$ cat config.mk
export PLATFORM = sky130hd
export DESIGN_NAME = alu_issue_stage
export DESIGN_NICKNAME = d
export VERILOG_FILES = /design/src/rtl/alu_issue_stage.sv
export SDC_FILE = /design/constraint.sdc
export NUM_CORES = 1
export LEC_CHECK = 0
export ABC_AREA = 1
export CAP_MARGIN = 20
export CELL_PAD_IN_SITES_DETAIL_PLACEMENT = 2
export CELL_PAD_IN_SITES_GLOBAL_PLACEMENT = 2
export CORE_MARGIN = 2
export CORE_UTILIZATION = 31
export CTS_BUF_LIST = sky130_fd_sc_hd__clkbuf_8
export DETAILED_ROUTE_END_ITERATION = 16
export GPL_ROUTABILITY_DRIVEN = 0
export GPL_TIMING_DRIVEN = 0
export MAX_ROUTING_LAYER = met4
export PLACE_DENSITY = 0.88
export SKIP_CTS_REPAIR_TIMING = 1
export SKIP_LAST_GASP = 1
export SYNTH_ARGS = -nofsm -noshare
export SYNTH_HDL_FRONTEND = slang
export SYNTH_SLANG_ARGS = --single-unit
$ cat constraint.sdc
create_clock -name clk -period 4.8 [get_ports clk]
set_clock_uncertainty 0.2 [all_clocks]
set_input_delay 0.48 -clock clk [delete_from_list [all_inputs] [get_ports clk]]
set_output_delay 0.48 -clock clk [all_outputs]
set_load 0.1 [all_outputs]
$ cat src/rtl/alu_issue_stage.sv
// Decode-to-execute issue stage: RV32I decode into ALU controls/operands, registered
// behind a 2-entry skid buffer. Optional macro ALU_ISSUE_ILLEGAL_EN enables illegal flagging.
module alu_issue_stage #(
  parameter int WIDTH = 32
) (
  input  logic             clk,
  input  logic             rst_n,
  input  logic             flush,
  input  logic             in_valid,
  output logic             in_ready,
  input  logic [31:0]      in_instr,
  input  logic [WIDTH-1:0] in_pc,
  input  logic [WIDTH-1:0] in_rs1,
  input  logic [WIDTH-1:0] in_rs2,
  output logic             out_valid,
  input  logic             out_ready,
  output logic [2:0]       out_op,
  output logic [WIDTH-1:0] out_a,
  output logic [WIDTH-1:0] out_b,
  output logic             out_sign,
  output logic             out_b_negate,
  output logic             out_b_add_one,
  output logic [4:0]       out_rd,
  output logic             out_rd_we,
  output logic             out_branch,
  output logic [2:0]       out_br_f3,
  output logic [WIDTH-1:0] out_store_data,
  output logic             out_illegal
);

  typedef enum logic [6:0] {
    OPC_LOAD   = 7'h03,
    OPC_OP_IMM = 7'h13,
    OPC_AUIPC  = 7'h17,
    OPC_STORE  = 7'h23,
    OPC_OP     = 7'h33,
    OPC_LUI    = 7'h37,
    OPC_BRANCH = 7'h63,
    OPC_JALR   = 7'h67,
    OPC_JAL    = 7'h6F
  } opcode_e;

  typedef enum logic [2:0] {
    ALU_ADD  = 3'b000,
    ALU_SLL  = 3'b001,
    ALU_SLT  = 3'b010,
    ALU_SLTU = 3'b011,
    ALU_XOR  = 3'b100,
    ALU_SR   = 3'b101,
    ALU_OR   = 3'b110,
    ALU_AND  = 3'b111
  } alu_op_e;

  typedef struct packed {
    alu_op_e          op;
    logic [WIDTH-1:0] a;
    logic [WIDTH-1:0] b;
    logic             sign;
    logic             b_negate;
    logic             b_add_one;
    logic [4:0]       rd;
    logic             rd_we;
    logic             branch;
    logic [2:0]       br_f3;
    logic [WIDTH-1:0] store_data;
    logic             illegal;
  } bundle_t;

  logic [6:0]       w_opcode;
  logic [4:0]       w_rd;
  logic [2:0]       w_f3;
  logic [6:0]       w_f7;
  logic [WIDTH-1:0] w_imm_i;
  logic [WIDTH-1:0] w_imm_s;
  logic [WIDTH-1:0] w_imm_u;
  logic             w_rd_we;
  logic             w_push;
  bundle_t          w_dec;

  bundle_t          r_out;
  bundle_t          r_skid;
  logic             r_out_valid;
  logic             r_skid_valid;

  assign w_opcode = in_instr[6:0];
  assign w_rd     = in_instr[11:7];
  assign w_f3     = in_instr[14:12];
  assign w_f7     = in_instr[31:25];
  assign w_imm_i  = WIDTH'($signed(in_instr[31:20]));
  assign w_imm_s  = WIDTH'($signed({in_instr[31:25], in_instr[11:7]}));
  assign w_imm_u  = WIDTH'($signed({in_instr[31:12], 12'h000}));

  // NOTE: every field gets a default before the case so no path leaves one unassigned (no latch).
  always_comb begin
    w_dec       = '0;
    w_dec.rd    = w_rd;
    w_dec.br_f3 = w_f3;
    w_rd_we     = 1'b0;
    case (opcode_e'(w_opcode))
      OPC_OP: begin
        w_dec.op = alu_op_e'(w_f3);
        w_dec.a  = in_rs1;
        w_dec.b  = in_rs2;
        w_rd_we  = 1'b1;
        if (w_f7[5] && w_f3 == 3'b000) begin
          w_dec.b_negate  = 1'b1;
          w_dec.b_add_one = 1'b1;
        end
        if (w_f7[5] && w_f3 == 3'b101) w_dec.sign = 1'b1;
`ifdef ALU_ISSUE_ILLEGAL_EN
        if (w_f7 != 7'h00 && w_f7 != 7'h20) begin
          w_dec.illegal = 1'b1;
          w_rd_we       = 1'b0;
        end
`endif
      end
      OPC_OP_IMM: begin
        w_dec.op = alu_op_e'(w_f3);
        w_dec.a  = in_rs1;
        w_dec.b  = w_imm_i;
        w_rd_we  = 1'b1;
        if (w_f7[5] && w_f3 == 3'b101) w_dec.sign = 1'b1;
      end
      OPC_LUI: begin
        w_dec.b = w_imm_u;
        w_rd_we = 1'b1;
      end
      OPC_AUIPC: begin
        w_dec.a = in_pc;
        w_dec.b = w_imm_u;
        w_rd_we = 1'b1;
      end
      OPC_LOAD: begin
        w_dec.a = in_rs1;
        w_dec.b = w_imm_i;
        w_rd_we = 1'b1;
      end
      OPC_STORE: begin
        w_dec.a          = in_rs1;
        w_dec.b          = w_imm_s;
        w_dec.store_data = in_rs2;
      end
      OPC_JAL, OPC_JALR: begin
        w_dec.a = in_pc;
        w_dec.b = WIDTH'(4);
        w_rd_we = 1'b1;
      end
      OPC_BRANCH: begin
        w_dec.branch = 1'b1;
        w_dec.a      = in_rs1;
        w_dec.b      = in_rs2;
        case (w_f3[2:1])
          2'b00: begin
            w_dec.b_negate  = 1'b1;
            w_dec.b_add_one = 1'b1;
          end
          2'b10:   w_dec.op = ALU_SLT;
          2'b11:   w_dec.op = ALU_SLTU;
          default: w_dec.op = ALU_ADD;
        endcase
      end
      default: begin
`ifdef ALU_ISSUE_ILLEGAL_EN
        w_dec.illegal = 1'b1;
`endif
      end
    endcase
    // Register and immediate shifts both take only the low 5 bits as shift amount.
    if ((w_opcode == OPC_OP || w_opcode == OPC_OP_IMM) && !w_dec.illegal &&
        (w_f3 == 3'b001 || w_f3 == 3'b101))
      w_dec.b = {{(WIDTH-5){1'b0}}, w_dec.b[4:0]};
    w_dec.rd_we = w_rd_we && (w_rd != 5'd0);
  end

  // in_ready depends only on skid occupancy, so there is no path from out_ready.
  assign in_ready = ~r_skid_valid;
  assign w_push   = in_valid & ~r_skid_valid;

  // NOTE: the payload registers are reset too, because every out_* must read 0 during reset.
  always_ff @(posedge clk or negedge rst_n) begin
    if (!rst_n) begin
      r_out_valid  <= 1'b0;
      r_skid_valid <= 1'b0;
      r_out        <= '0;
      r_skid       <= '0;
    end else if (flush) begin
      r_out_valid  <= 1'b0;
      r_skid_valid <= 1'b0;
    end else if (!r_out_valid || out_ready) begin
      if (r_skid_valid) begin
        r_out        <= r_skid;
        r_out_valid  <= 1'b1;
        r_skid_valid <= 1'b0;
      end else begin
        r_out_valid <= w_push;
        if (w_push) r_out <= w_dec;
      end
    end else if (w_push) begin
      r_skid       <= w_dec;
      r_skid_valid <= 1'b1;
    end
  end

  assign out_valid      = r_out_valid;
  assign out_op         = r_out.op;
  assign out_a          = r_out.a;
  assign out_b          = r_out.b;
  assign out_sign       = r_out.sign;
  assign out_b_negate   = r_out.b_negate;
  assign out_b_add_one  = r_out.b_add_one;
  assign out_rd         = r_out.rd;
  assign out_rd_we      = r_out.rd_we;
  assign out_branch     = r_out.branch;
  assign out_br_f3      = r_out.br_f3;
  assign out_store_data = r_out.store_data;
  assign out_illegal    = r_out.illegal;

endmodule

==> flow_summary.json <==
{
  "port_buffers": 246,
  "clockBufferDepth": 3,
  "synth_top_area_share_pct": 51.12,
  "wl_mm": 52.68,
  "status": "completed",
  "firstDrtPassIters": 4,
  "htreeDepth": 2,
  "cp.arrival_ns": 3.41,
  "synth_top_cell_by_area": "dfrtp_1",
  "synth_ff_type": "dfrtp_1",
  "maxSlewHeadroom_pct": 25.98,
  "synth_most_common_cell": "nand2_1",
  "startpoint": "r_skid_valid$_DFFE_PN0P_",
  "root_buffer": "clkbuf_8",
  "setup_violations": 0,
  "dieHeight_um": 192.1,
  "path_class": "reg2out",
  "globalRouteTotalUtil_pct": 28.72,
  "cp-end-kind": "output pin",
  "crit_path_max_fanout": 10,
  "io_pins": 248,
  "core-area_um2": 34710,
  "ys_ff_latch": 224,
  "place_hpwl_mm": 36.66,
  "grt_overflow": 0,
  "syn_to_final_growth_pct": 36.62,
  "synthCells": 1471,
  "ant_nets": 0,
  "drt-vias-per-instance": 5.179,
  "setup_tns_ns": 0,
  "fin_nets": 1898,
  "period_minus_slack_ns": 4.089,
  "ys_top_cells_by_area": "dfrtp_1 (51%), nand2_1 (21%), nor2_1 (4.8%), o21ai_0 (3.8%), o21ai_1 (3.6%)",
  "synth_area_per_cell_um2": 7.454,
  "synth_nets": 1604,
  "p_clk_share_pct": 36.5,
  "swShare_pct": 36.46,
  "synth-edff-count": 0,
  "p_per_area_nw_per_um2": 372.0,
  "required_ns": 4.12,
  "initial_utilization_pct": 31.59,
  "place_ws_ns": 1.320,
  "cap_violations": 0,
  "setup_slack_ns": 0.7108,
  "rows": 68,
  "cts_tree": "done",
  "die_w_um": 192.1,
  "grt_first_pass_wirelength_mm": 77.91,
  "p_int_w": 0.003541,
  "synthArstFlopShare_pct": 100.0,
  "cts.sinks": 224,
  "synth_cell_types": 32,
  "die-area_um2": 36890,
  "rsz0062_at_grt": "no",
  "totalPowerFinal_w": 0.005572,
  "yosys-top-cells-count": "nand2_1 (628), dfrtp_1 (224), nor2_1 (139), o21ai_0 (84), inv_1 (82)",
  "cts_made_buffers": 43,
  "drive_above_1_share_pct": 8.236,
  "yosysWarningCount": 0,
  "hold_class": "in2async",
  "sequentialPowerShare_pct": 39.0,
  "ir_drop_mv": 0.2161,
  "combPwrFrac_pct": 24.5,
  "power_switching_w": 0.002032,
  "synth_area_um2": 10970,
  "max_slew.worst_pin.slew_ns": 1.107,
  "fmax_mhz": 244.5,
  "antenna_found_initial": 4,
  "fin_crit_sh_pct": 85.19,
  "grt_pass1_vias": 13100,
  "finalHoldViolCount": 0,
  "finalMaxSlewViolations": 0,
  "wl_per_cell_um": 23.36,
  "vias": 11679,
  "p_leak_nw": 7.656,
  "drtIter0Drc": 586,
  "synth.yosys.seq_area_share_pct": 51.12,
  "critPathLaunchType": "flop",
  "hold_ws_ns": 0.2610,
  "drc": 0,
  "clkSlewWorstSetupHoldPaths_ns": 0.06,
  "grt_max_degree": 90,
  "rr_startpoint": "r_skid_valid$_DFFE_PN0P_",
  "insertion_delay_ns": 0.56,
  "fin_util_pct": 43.16
}
## cell type report
type | instances | area [um^2]
inverters | 89 | 334.1
plain buffers | 90 | 490.5
multi-input cells | 1068 | 4536
flip-flops and latches | 224 | 5605
well taps | 455 | 569.3
clock inverters | 20 | 121.4
diodes | 3 | 7.507
repair buffers | 249 | 2532
clock buffers | 57 | 784.5
fillers | 3969 | 19730
## critical path: stages (launching register included)
cell	delay, ns
dfrtp_1	0.37
buf_4	0.19
inv_2	0.20
buf_2	0.33
buf_1	0.50
clkdlybuf4s50_1	1.25
## kinds of logic after synthesis
| logic type | Yosys count | synth area share (%) |
|---|---|---|
| AOI/OAI and AO/OA | 217 | 10.82 |
| and+or+nand+nor | 850 | 30.51 |
| buffers and inverters | 179 | 7.519 |
| DFF | 224 | 51.12 |
| other | 1 | 0.03420 |
## placed cells by master (no fill, tap or decap), types with 2 or more instances in the layout
cell	synthesis	layout
nand2_1	628	628
clkdlybuf4s50_1	0	245
dfrtp_1	224	224
nor2_1	139	139
inv_1	82	93
o21ai_0	84	84
o21ai_1	78	78
nand3_1	63	63
clkbuf_8	0	57
buf_2	32	32
a21oi_1	30	30
clkbuf_1	28	28
a2bb2oi_1	14	14
buf_4	12	12
buf_1	9	9
buf_6	9	9
inv_2	7	7
a31oi_1	6	6
nand2_2	5	5
clkinvlp_4	0	4
clkinv_2	0	4
diode_2	0	3
nor2_2	3	3
nand3_2	2	2
a21oi_4	2	2
or2_2	2	2
nand4_1	2	2
buf_16	0	2
## metal layers
metal / up-vias / GRT usage (%) / wire length [um]
met4: 0 / 11.80 / 2269
met2: 381 / 48.58 / 26100
met3: 129 / 3.599 / 2585
met5: - / - / 0
li1: 5187 / - / -
met1: 5982 / 34.74 / 21720
## flip-flops by register name, indices dropped and copies added, names as in the netlist
| signal | count |
|---|---|
| r_skid | 111 |
| out_valid | 1 |
| out_store_data | 32 |
| out_br_f3 | 3 |
| out_rd | 5 |
| out_rd_we | 1 |
| out_b | 32 |
| out_branch | 1 |
| r_skid_valid | 1 |
| out_b_negate | 1 |
| out_op | 3 |
| out_sign | 1 |
| out_a | 32 |
## metrics by stage
stage	instances	instance area, um^2
final	2255	14980
after global routing	2255	14980
after CTS	2251	14960
after detailed placement	2174	14060
after global placement	2172	14000
after floorplan	1471	10970
## path summary, 6_finish.rpt
path                                                  end  slack [ns]  depth (start not counted)
max                                              in_ready        0.71                          5
min                        out_store_data[19]$_DFFE_PN0P_        0.26                          2
max reg2reg                         out_a[19]$_DFFE_PN0P_        2.26                          8
min reg2reg                        r_skid[22]$_DFFE_PN0P_        0.28                          2
max in group asynchronous            out_b[7]$_DFFE_PN0P_        3.24                          3
min in group clk                   r_skid[22]$_DFFE_PN0P_        0.28                          2
## power groups by stage
stage / Sequential (W) / Combinational [W] / Clock [W]
final: 0.00218 / 0.00136 / 0.00203
after detailed placement: 0.00220 / 0.00134 / 0
after floorplan: 0.00274 / 0.000285 / 0
after global routing: 0.00219 / 0.00143 / 0.00214
after CTS: 0.00217 / 0.00136 / 0.00204
after global placement: 0.00219 / 0.00130 / 0
Note: power is estimated with default switching activity, not from simulation.
